==> src/rtl/param_rr_channel_mux_if.sv <==
// Handshake bundle for param_rr_channel_mux: NCH producer channels in,
// one registered item (data + channel ID) out.
interface param_rr_channel_mux_if #(
  parameter int NCH = 8,
  parameter int W   = 4
);
  localparam int IDW = $clog2(NCH);

  logic             mode;
  logic [IDW-1:0]   sel;
  logic [NCH*W-1:0] in_data;
  logic [NCH-1:0]   in_valid;
  logic [NCH-1:0]   in_ready;
  logic [W-1:0]     out_data;
  logic [IDW-1:0]   out_id;
  logic             out_valid;
  logic             out_ready;

  modport master (
    output mode, sel, in_data, in_valid, out_ready,
    input  in_ready, out_data, out_id, out_valid
  );

  modport slave (
    input  mode, sel, in_data, in_valid, out_ready,
    output in_ready, out_data, out_id, out_valid
  );
endinterface

==> src/rtl/param_rr_channel_mux.sv <==
// Registered N-channel selector: direct index select or round-robin scan,
// with valid/ready on every input channel and on the single output.
module param_rr_channel_mux #(
  parameter int NCH = 8,
  parameter int W   = 4
) (
  input logic                  clock,
  input logic                  reset,
  param_rr_channel_mux_if.slave bus
);
  localparam int IDW = $clog2(NCH);

  logic [W-1:0]   out_data_reg;
  logic [IDW-1:0] out_id_reg;
  logic           out_valid_reg;
  logic [IDW-1:0] ptr_reg;

  logic           sel_ok;
  logic           found;
  logic [IDW-1:0] cand;
  logic [W-1:0]   cand_data;
  logic [IDW-1:0] ptr_next;
  logic           load;
  logic           grant;

  // With a non-power-of-2 channel count some sel codes address nothing.
  generate
    if (NCH == (1 << IDW)) begin : g_sel_full
      assign sel_ok = 1'b1;
    end else begin : g_sel_part
      assign sel_ok = ({1'b0, bus.sel} < (IDW+1)'(NCH));
    end
  endgenerate

  always_comb begin : cand_search
    int s;
    logic [IDW-1:0] idx;
    found = 1'b0;
    cand  = '0;
    s     = 0;
    idx   = '0;
    if (!bus.mode) begin
      cand  = bus.sel;
      found = sel_ok && bus.in_valid[bus.sel];
    end else begin
      for (int k = 0; k < NCH; k++) begin
        s = int'(ptr_reg) + k;
        if (s >= NCH) s = s - NCH;
        idx = IDW'(s);
        if (!found && bus.in_valid[idx]) begin
          found = 1'b1;
          cand  = idx;
        end
      end
    end
  end

  always_comb begin
    cand_data = '0;
    for (int k = 0; k < NCH; k++) begin
      if (cand == IDW'(k)) cand_data = bus.in_data[k*W +: W];
    end
  end

  assign load     = !out_valid_reg || bus.out_ready;
  assign grant    = load && found && !reset;
  assign ptr_next = (cand == IDW'(NCH-1)) ? '0 : cand + 1'b1;

  generate
    for (genvar gi = 0; gi < NCH; gi++) begin : g_ready
      assign bus.in_ready[gi] = grant && (cand == IDW'(gi));
    end
  endgenerate

  always_ff @(posedge clock) begin
    if (reset) begin
      out_valid_reg <= 1'b0;
      out_data_reg  <= '0;
      out_id_reg    <= '0;
      ptr_reg       <= '0;
    end else if (load) begin
      if (found) begin
        out_valid_reg <= 1'b1;
        out_data_reg  <= cand_data;
        out_id_reg    <= cand;
        ptr_reg       <= ptr_next;
      end else begin
        // Nothing to take: drop valid, keep last data/id visible.
        out_valid_reg <= 1'b0;
      end
    end
  end

  assign bus.out_data  = out_data_reg;
  assign bus.out_id    = out_id_reg;
  assign bus.out_valid = out_valid_reg;
endmodule

==> src/flat_wrapper.sv <==
// flat-port wrapper written by rule: the top's interface ports become plain ports
module param_rr_channel_mux_flat 
#(
  parameter int NCH = 8,
  parameter int W   = 4
)
  (clock, reset, bus_mode, bus_sel, bus_in_data, bus_in_valid, bus_out_ready, bus_in_ready, bus_out_data, bus_out_id, bus_out_valid);
  param_rr_channel_mux_if #(.NCH(NCH), .W(W)) bus_i ();
  input logic clock;
  input logic reset;
  input wire logic [$bits(bus_i.mode)-1:0] bus_mode;
  input wire logic [$bits(bus_i.sel)-1:0] bus_sel;
  input wire logic [$bits(bus_i.in_data)-1:0] bus_in_data;
  input wire logic [$bits(bus_i.in_valid)-1:0] bus_in_valid;
  input wire logic [$bits(bus_i.out_ready)-1:0] bus_out_ready;
  output wire logic [$bits(bus_i.in_ready)-1:0] bus_in_ready;
  output wire logic [$bits(bus_i.out_data)-1:0] bus_out_data;
  output wire logic [$bits(bus_i.out_id)-1:0] bus_out_id;
  output wire logic [$bits(bus_i.out_valid)-1:0] bus_out_valid;
  assign bus_i.mode = bus_mode;
  assign bus_i.sel = bus_sel;
  assign bus_i.in_data = bus_in_data;
  assign bus_i.in_valid = bus_in_valid;
  assign bus_i.out_ready = bus_out_ready;
  assign bus_in_ready = bus_i.in_ready;
  assign bus_out_data = bus_i.out_data;
  assign bus_out_id = bus_i.out_id;
  assign bus_out_valid = bus_i.out_valid;
  param_rr_channel_mux #(.NCH(NCH), .W(W)) u_core (.clock(clock), .reset(reset), .bus(bus_i));
endmodule
==> config.mk <==
export PLATFORM = sky130hd
export DESIGN_NAME = param_rr_channel_mux_flat
export DESIGN_NICKNAME = d
export VERILOG_FILES = /design/src/rtl/param_rr_channel_mux_if.sv /design/src/rtl/param_rr_channel_mux.sv /design/src/flat_wrapper.sv
export SDC_FILE = /design/constraint.sdc
export NUM_CORES = 1
export LEC_CHECK = 0
export ABC_AREA = 1
export BUFFER_PORTS_ARGS = -buffer_cell sky130_fd_sc_hd__buf_2
export CAP_MARGIN = 20
export CORE_AREA = 5 5 84 86
export CTS_CLUSTER_DIAMETER = 100
export DETAILED_ROUTE_END_ITERATION = 6
export DIE_AREA = 0 0 89 91
export GPL_TIMING_DRIVEN = 0
export SLEW_MARGIN = 15
export SYNTH_ARGS = -nofsm -noshare
export SYNTH_HDL_FRONTEND = slang
export SYNTH_SLANG_ARGS = --single-unit
==> constraint.sdc <==
create_clock -name clock -period 10.98 [get_ports clock]
set_clock_uncertainty 0.15 [all_clocks]
set_input_delay 2.196 -clock clock [delete_from_list [all_inputs] [get_ports clock]]
set_output_delay 2.196 -clock clock [all_outputs]
set_load 0.005 [all_outputs]
==> results list, run 1 <==
* Gr usage total: between 10% and 20%
* Instance count after placement with tap cells included: around 460
* Antenna violations before repair: 0
- Pin count of the biggest net entering global routing: 11
- Number of port buffers: 61
- Among all stages on the critical path, the largest delay is contributed by clkinv_1.
* Startpoint of the worst setup timing path: bus_in_valid[7]
- Crit path largest cell delay: 0.20 ns
- Clock tree from TritonCTS: done
- Synthesis inferred 11 register bits.
- 0 antenna diodes ended up in the layout.
- Setup crit end: bus_in_ready[7]
- The register with the most flip-flops in the layout has 4 of them.
- Vias per Instance: 4.63
- For this configuration, the core starts out at a cell density of between 20 and 30%.
* Half-perimeter wire length after detailed placement: 4390 um
- In this run the static leakage power is ~0.0013 uW.
- Number of buffers inserted during clock tree synthesis: 3
- Sink count of the clock tree: 11
- The path class of the tightest hold or removal check is register to register.
- Die outline height: between 90 and 100 um
- VDD sags by at most 0.0000990 V.
- Outcome: finished, final reports clean
- Quantity of gates resized following cts: 0
* Area growth from synthesis to final layout: 24.7%
- Global routing finished with a remaining overflow of 0.
- Primary flip-flop cell chosen by synthesis mapping: dfxtp_1
- In this run the cell area measured after placement is between 0.002 and 0.0025 mm^2.
- The first detailed-routing pass took 4 iterations.
* Launch point of the worst reg-to-reg path: u_core.ptr_reg[1]
* Clock transition at the registers of the reported paths: 0.05 ns
- Post-Layout Cell Count: about 470
* Worst relative slew slack: approximately two thirds
- FFs w/ async S/R, synth: 0%
* Number of library cell types mapped by synthesis: 35
- The clock passes through at most 2 buffers.
- Worst setup path category: input port to primary output
- Mapped Area: roughly 0.0018 mm^2
- After routing the design area is 0.00226 mm^2.
* Post-synthesis sequential area ratio: between 10% and 20%
* Die Width: approximately 89 um
- Layout Nets: around 440
* Library cell occupying the most area in the post-synthesis netlist: nand2_1
- The final critical path takes up roughly two thirds of the cycle.
* Worst setup margin: 3.85 ns
- At the placement stage, the worst setup path has a slack of slightly below 4 ns.
* Detailed router's first-iteration violation count: 85
- In this run the register-to-register setup slack is between 6 and 7 ns.
* Synthesized netlist net count: between 300 and 400
- Count of buffers added by post-CTS timing repair for setup: 0
* Worst r2r path cells: 30
* Startpoint types: input port
* Unrepaired setup endpoints after global routing: no
- Finish-stage setup viols: 0
- Vias: roughly 2,200
- The total count of hold-check failures in the final report was 0.
* Number of nets still failing antenna checks after routing: 0
* CORE AREA: 0.00620 mm^2
* Via count of the first global-routing pass: 2,122
* DRC: 0
* Clk_lat worst skew: between 0.2 and 0.25 ns
* Fin. max-slew vios: 0
- CTS hold repair buffers: 0
- For the finished layout, the period the worst path requires is 7.13 ns.
- At the end of routability-driven placement, the weighted congestion stood at 0.866.
* CP Max Fanout: 9
- The die covers approximately 0.008 mm^2.
- STA puts the critical path data arrival time at roughly 4.8 ns.
- Yosys printed 0 warnings.
- The first global-routing pass estimated between 9000 and 10,000 um of wire.
* Leading cell types by total area after synthesis: nand2_1, dfxtp_1, inv_1, nand3_1, nor2_1
- CTS Root Cell: clkbuf_8
* Data required time at the worst endpoint: between 8 and 9 ns
* Site Rows: 29
- Detailed Route WL: 5260 um
* Capturing element type of the critical path: primary output
- Syn Inst Count: about 320
* Share of post-route cells with drive strength above 1: 26.5%
* Most common library cell in the layout ignoring fill and taps: nand2_1
* Fraction of post-synthesis cell area in the top cell type by area: about a fifth
- Number of enable flip-flop cells after synthesis: 0
- between 60 and 70 I/O pins were placed.
* End of the worst register-to-register path: u_core.bus.out_data[0]
* Transition time at the pin with the least slew margin: 0.471 ns
- FMAX: between 100 and 150 MHz
* Fin Hold WS: ~0.32 ns
* Commonest non-fill, non-tap cells in the layout: nand2_1, buf_2, inv_1
* Max_cap viols: 0
* Synth Area per Inst: 5.61 um^2
- Ordered cell list for the critical path: buf_2 -> nand2_1 -> nand3_1 -> nand2_1 -> nand2_1 -> nand2_1 -> nand4_4 -> nor2_4 -> inv_1 -> nor2_1 -> inv_1 -> nor2_1 -> inv_1 -> a31oi_1 -> o22ai_1 -> inv_1 -> ha_1 -> ha_1 -> clkinv_1 -> nor2_1 -> buf_2
- Dividing total power by cell area gives a power density of 293 mW/mm^2.
- In the final timing run, aggregate negative setup slack is 0 ns.
- DR WL/cell: approximately 11 um
- H-Tree Depth: 1
-- per-stage QoR --
stage	power [uW]	util, %
2_1_floorplan	500	-
3_3_place_gp	615	35.7
3_5_place_dp	617	35.7
4_1_cts	662	36.4
5_1_grt	744	36.4
6_report	661	36.4
-- logic make-up (layout without fill, tap and decap cells) --
family / Yosys count / in the layout / share of synthesized area (%)
adder cells (fa/ha/maj): 8 / 8 / 5.53
XOR/XNOR: 5 / 5 / 3.25
flip-flops: 11 / 11 / 12.2
buffers and inverters: 59 / 124 / 13.8
AO/OA/AOI/OAI: 44 / 44 / 13.1
AND/OR/NAND/NOR: 196 / 196 / 52.2
-- worst min path at each step --
stage | from | to | slack [ns] | cells past startpoint
2_1_floorplan | u_core.bus.out_data[0] | u_core.bus.out_data[0] | 0.30 | 2
3_3_place_gp | u_core.bus.out_data[3] | u_core.bus.out_data[3] | 0.31 | 2
3_5_place_dp | u_core.bus.out_data[3] | u_core.bus.out_data[3] | 0.31 | 2
4_1_cts | u_core.bus.out_data[3] | u_core.bus.out_data[3] | 0.32 | 2
5_1_grt | u_core.bus.out_data[1] | u_core.bus.out_data[1] | 0.34 | 2
6_report | u_core.bus.out_data[3] | u_core.bus.out_data[3] | 0.32 | 2
-- area by class of cell --
class,instances,area [um^2]
sequential,11,220
timing repair buffer,61,305
inverter,52,199
clock buffer,4,45.0
tap,77,96.3
multi-input combinational,253,1340
fill,687,3950
buffer,7,51.3
-- metal layers --
metal / vias up / track usage, % / wire (um)
li1: 1152 / - / -
met1: 916 / 18.1 / 2500
met2: 80 / 22.0 / 2290
met3: 4 / 3.53 / 451
met4: 0 / 2.11 / 25
met5: - / 0 / 0
-- worst max-delay path, delay by kind of cell --
| family | cells | cell delay, ns |
|---|---|---|
| and+or+nand+nor | 10 | 1.20 |
| adders and majority gates | 2 | 0.34 |
| buffers and inverters | 7 | 0.72 |
| AOI/OAI and AO/OA | 2 | 0.31 |
-- report_power, final --
part           internal, uW  leakage (uW)  total [uW]  switching (uW)
Combinational           198       0.00115         562             364
Sequential             52.6     0.0000913        59.3            6.66
Clock                  25.5     0.0000228        40.3            14.9
Total                   276       0.00126         661             385
-- Yosys cell counts, types with 2 or more instances --
library cell,n
buf_4,3
xor2_2,2
o21ai_1,5
dfxtp_1,11
o22ai_1,3
clkinv_1,2
xnor2_1,2
buf_2,2
nor2_1,30
o21ai_0,17
a31oi_1,3
inv_1,47
nand2_1,100
nand3_2,11
nand3_1,33
a21oi_1,13
ha_1,8
nor3_1,3
nor2_4,2
nand2_4,4
nand2_2,8
Note: power is estimated with default switching activity, not from simulation.
==> run 2, diff against run 1 <==
Settings changed: ABC_AREA 1 to 0, CORE_AREA 5 5 84 86 to 5 5 90 92, DIE_AREA 0 0 89 91 to 0 0 95 97.
Clock period 10.98 ns to 6.3 ns, I/O delays scaled along.
==> run 2 against run 1 <==
Effect of this change: worst setup slack got worse by 3.5 ns; largest power group unchanged; highest routed layer unchanged; critical endpoint is now bus_in_ready[0]; final area increased by 14%; final cell count decreased by 10%; first-iteration DRC count increased by 69%; largest cell class unchanged.
==> results list, run 2 <==
- Library cell occupying the most area in the post-synthesis netlist: mux4_2
- Max_cap viols: 0
- Post-route total power: between 800 and 900 uW
- The initial utilization of the core area, before any placement, comes to between 20% and 30%.
* Arr. time, crit path: 4.57 ns
- H-Tree Depth: 1
- Final worst path period share: 95.0%
- Vias per Instance: 5.62
* Post-synthesis sequential area ratio: a little over a tenth
* Fin. Hold Viols: 0
- Max FFs per register: 4
- The floorplan has 31 rows.
- The min-delay analysis places its worst path in the category register to register.
- Measured against its own limit, the worst slew margin works out to around three fifths.
- Worst supply voltage drop on vdd: ~0.00014 V
* CTS max path bufs: 2
* Data required time at the worst endpoint: between 4 and 5 ns
- Buffers inserted during clock tree synthesis total 3.
- The first detailed-routing pass took 4 iterations.
* Synth Area per Inst: 8.15 um^2
* Detailed router's first-iteration violation count: around 140
* Clock tree from TritonCTS: done
- Clock transition at the registers of the reported paths: ~0.050 ns
- Timing would allow up to 167 MHz.
- Capturing element type of the critical path: primary output
* Leading cell types by total area after synthesis: mux4_2, dfxtp_1, a21oi_1, mux4_1, ha_1
- Finish-stage setup viols: 0
- Number of library cell types mapped by synthesis: 56
- By instance count, the leading cell after synthesis is a21oi_1.
- The largest single stage delay on the critical path is between 0.5 and 0.6 ns.
* GR Overflow Total: 0
- 0 antenna diodes ended up in the layout.
* GP Congestion: around 0.85
* Ordered cell list for the critical path: buf_6 -> inv_1 -> ha_1 -> buf_6 -> mux4_2 -> mux2_4 -> o32ai_4 -> nand3_1 -> o21ai_0 -> o311ai_1 -> a31oi_2 -> ha_1 -> clkbuf_1 -> and3_1 -> buf_2
- Primary flip-flop cell chosen by synthesis mapping: dfxtp_1
- Worst setup path category: register to primary output
- After technology mapping, the gate count stands at between 200 and 300.
- Setup total negative slack: 0 ns
- Worst r2r path cells: 20
- The first global-routing pass estimated approximately 11,000 um of wire.
- The floorplan step set the die height to 97 um.
- Startpoint types: register
- Mapped Area: 0.00208 mm^2
* Share of post-route cells with drive strength above 1: ~34%
- During I/O placement, the number of pins put on the boundary was between 60 and 70.
* DR WL/cell: 16.1 um
* Shortest period the worst path allows: between 5 and 6 ns
* Pin count of the biggest net entering global routing: 13
- Layout Cell Area excl Fill: approximately 0.0026 mm^2
- Register bit count reported by yosys: 11
* Die Width: between 90 and 100 um
* Area growth from synthesis to final layout: 23.8%
- FFs w/ async S/R, synth: 0%
- Transition time at the pin with the least slew margin: about 0.58 ns
- Detailed placement ended at an HPWL of 5430 um.
- Counting instances in the post-synthesis netlist gives the leading cell types as a21oi_1, nor2_1, nand2_1, inv_1, dfxtp_1.
* Via count of the first global-routing pass: approximately 2,300
- The number of nets handed over by synthesis was slightly above 300.
- Power density of the placed cells: between 300 and 400 mW/mm^2
- Global routing used roughly 15% of the available tracks.
- The total area inside the core boundary comes to slightly above 0.007 mm^2.
* Detailed Route WL: around 6700 um
- Clk_lat worst skew: around 0.24 ns
- Unrepaired setup endpoints after global routing: no
* Vias: ~2,300
- Commonest non-fill, non-tap cells in the layout: buf_2, a21oi_1, nor2_1
- Cell with the largest stage delay on the worst path: mux4_2
- Number of enable flip-flop cells after synthesis: 0
- The tree is rooted in a clkbuf_8.
* Layout Nets: roughly 370
- Fin. max-slew vios: 0
* DRC: 0
- Number of nets still failing antenna checks after routing: 0
- The die covers slightly above 0.009 mm^2.
- Fraction of post-synthesis cell area in the top cell type by area: between 10% and 20%
- Leaving out fill and tap cells, the most frequent cell in the layout is buf_2.
- CP Max Fanout: 10
- The initial antenna violation count is 0.
- Clock tree synthesis found a total of 11 sinks.
- Outcome: finished, final reports clean
- For this design the static power due to leakage is between 0.001 and 0.0015 uW.
- During synthesis, Yosys emitted a total of 0 warnings.
- Port buffering added 62 buffers.
* Placed standard-cell area: around 0.0025 mm^2
* Hold Crit Depth: 2
-- run 2: changes by cell type after synthesis, sizes merged, moves of 6 or more --
cell and change:
a21oi +13, and3 +9, mux2i +9, nor2b +7, inv -36, o21ai -15
clkbuf +9, nor2 -10, a211oi +6, mux4 +14, nand2 -94, nand3 -38
mux2 +6
-- run 2: layer usage --
layer / up-vias / part of all wire (%) / track usage (%)
li1: 1126 / - / -
met4: 0 / 0.78 / 2.00
met2: 76 / 48 / 23.7
met1: 1130 / 46 / 20.2
met5: - / 0 / 0
met3: 10 / 5.4 / 3.10
-- run 2: path summary, 6_finish.rpt --
| kind | startpoint | slack, ns | endpoint |
|---|---|---|---|
| worst max register to register | u_core.ptr_reg[0] | 1.16 | u_core.bus.out_data[2] |
| worst max-delay path | u_core.ptr_reg[0] | 0.32 | bus_in_ready[0] |
| worst min-delay path | u_core.bus.out_id[1] | 0.35 | u_core.bus.out_id[1] |
| worst min register to register | u_core.bus.out_id[1] | 0.35 | u_core.bus.out_id[1] |
-- run 2: where the power goes --
part | total [uW] | internal (uW) | switching [uW]
clock | 71.4 | 44.5 | 26.9
combinational | 663 | 283 | 380
sequential | 105 | 88.2 | 17.1
total | 839 | 415 | 424
-- run 2: layout make-up --
cell class | count | area, um^2
buffer | 16 | 92.6
clock buffer | 4 | 45.0
fill | 778 | 4560
inverter | 13 | 48.8
multi-input combinational | 212 | 1730
sequential | 11 | 221
tap | 99 | 124
timing repair buffer | 62 | 310
-- run 2: critical path: cells and delay by family (launching register included) --
family          cells  cell delay (ns)
fa+ha+maj           2             0.69
buf+inv             5             0.96
simple gates        2             0.37
mux                 2             0.91
flops               1             0.41
compound gates      4             0.99
-- run 2: cells by family after synthesis --
group | share of synthesized area, %
AOI/OAI and AO/OA | 30.5
adders and majority gates | 4.81
xor gates and xnor gates | 1.26
DFF | 10.6
and+or+nand+nor | 21.8
buffers and inverters | 7.22
muxes | 23.8
-- run 2: timing repair --
item,in CTS,in global routing
gates resized for setup,3,6
pin swaps,1,0
setup endpoints to repair,8,8
setup buffers,0,0
cloned,0,0
hold buffers,0,0
-- run 2: stage by stage --
step,setup WS [ns],util [%],hold WS [ns],instances
finish,0.317,36.1,0.351,417
global route,0.0252,36.1,0.376,417
detailed placement,-0.0856,35.2,0.327,416
global placement,-0.0727,35.2,0.332,416
floorplan,0.809,-,0.332,255
CTS,0.00859,35.8,0.347,417
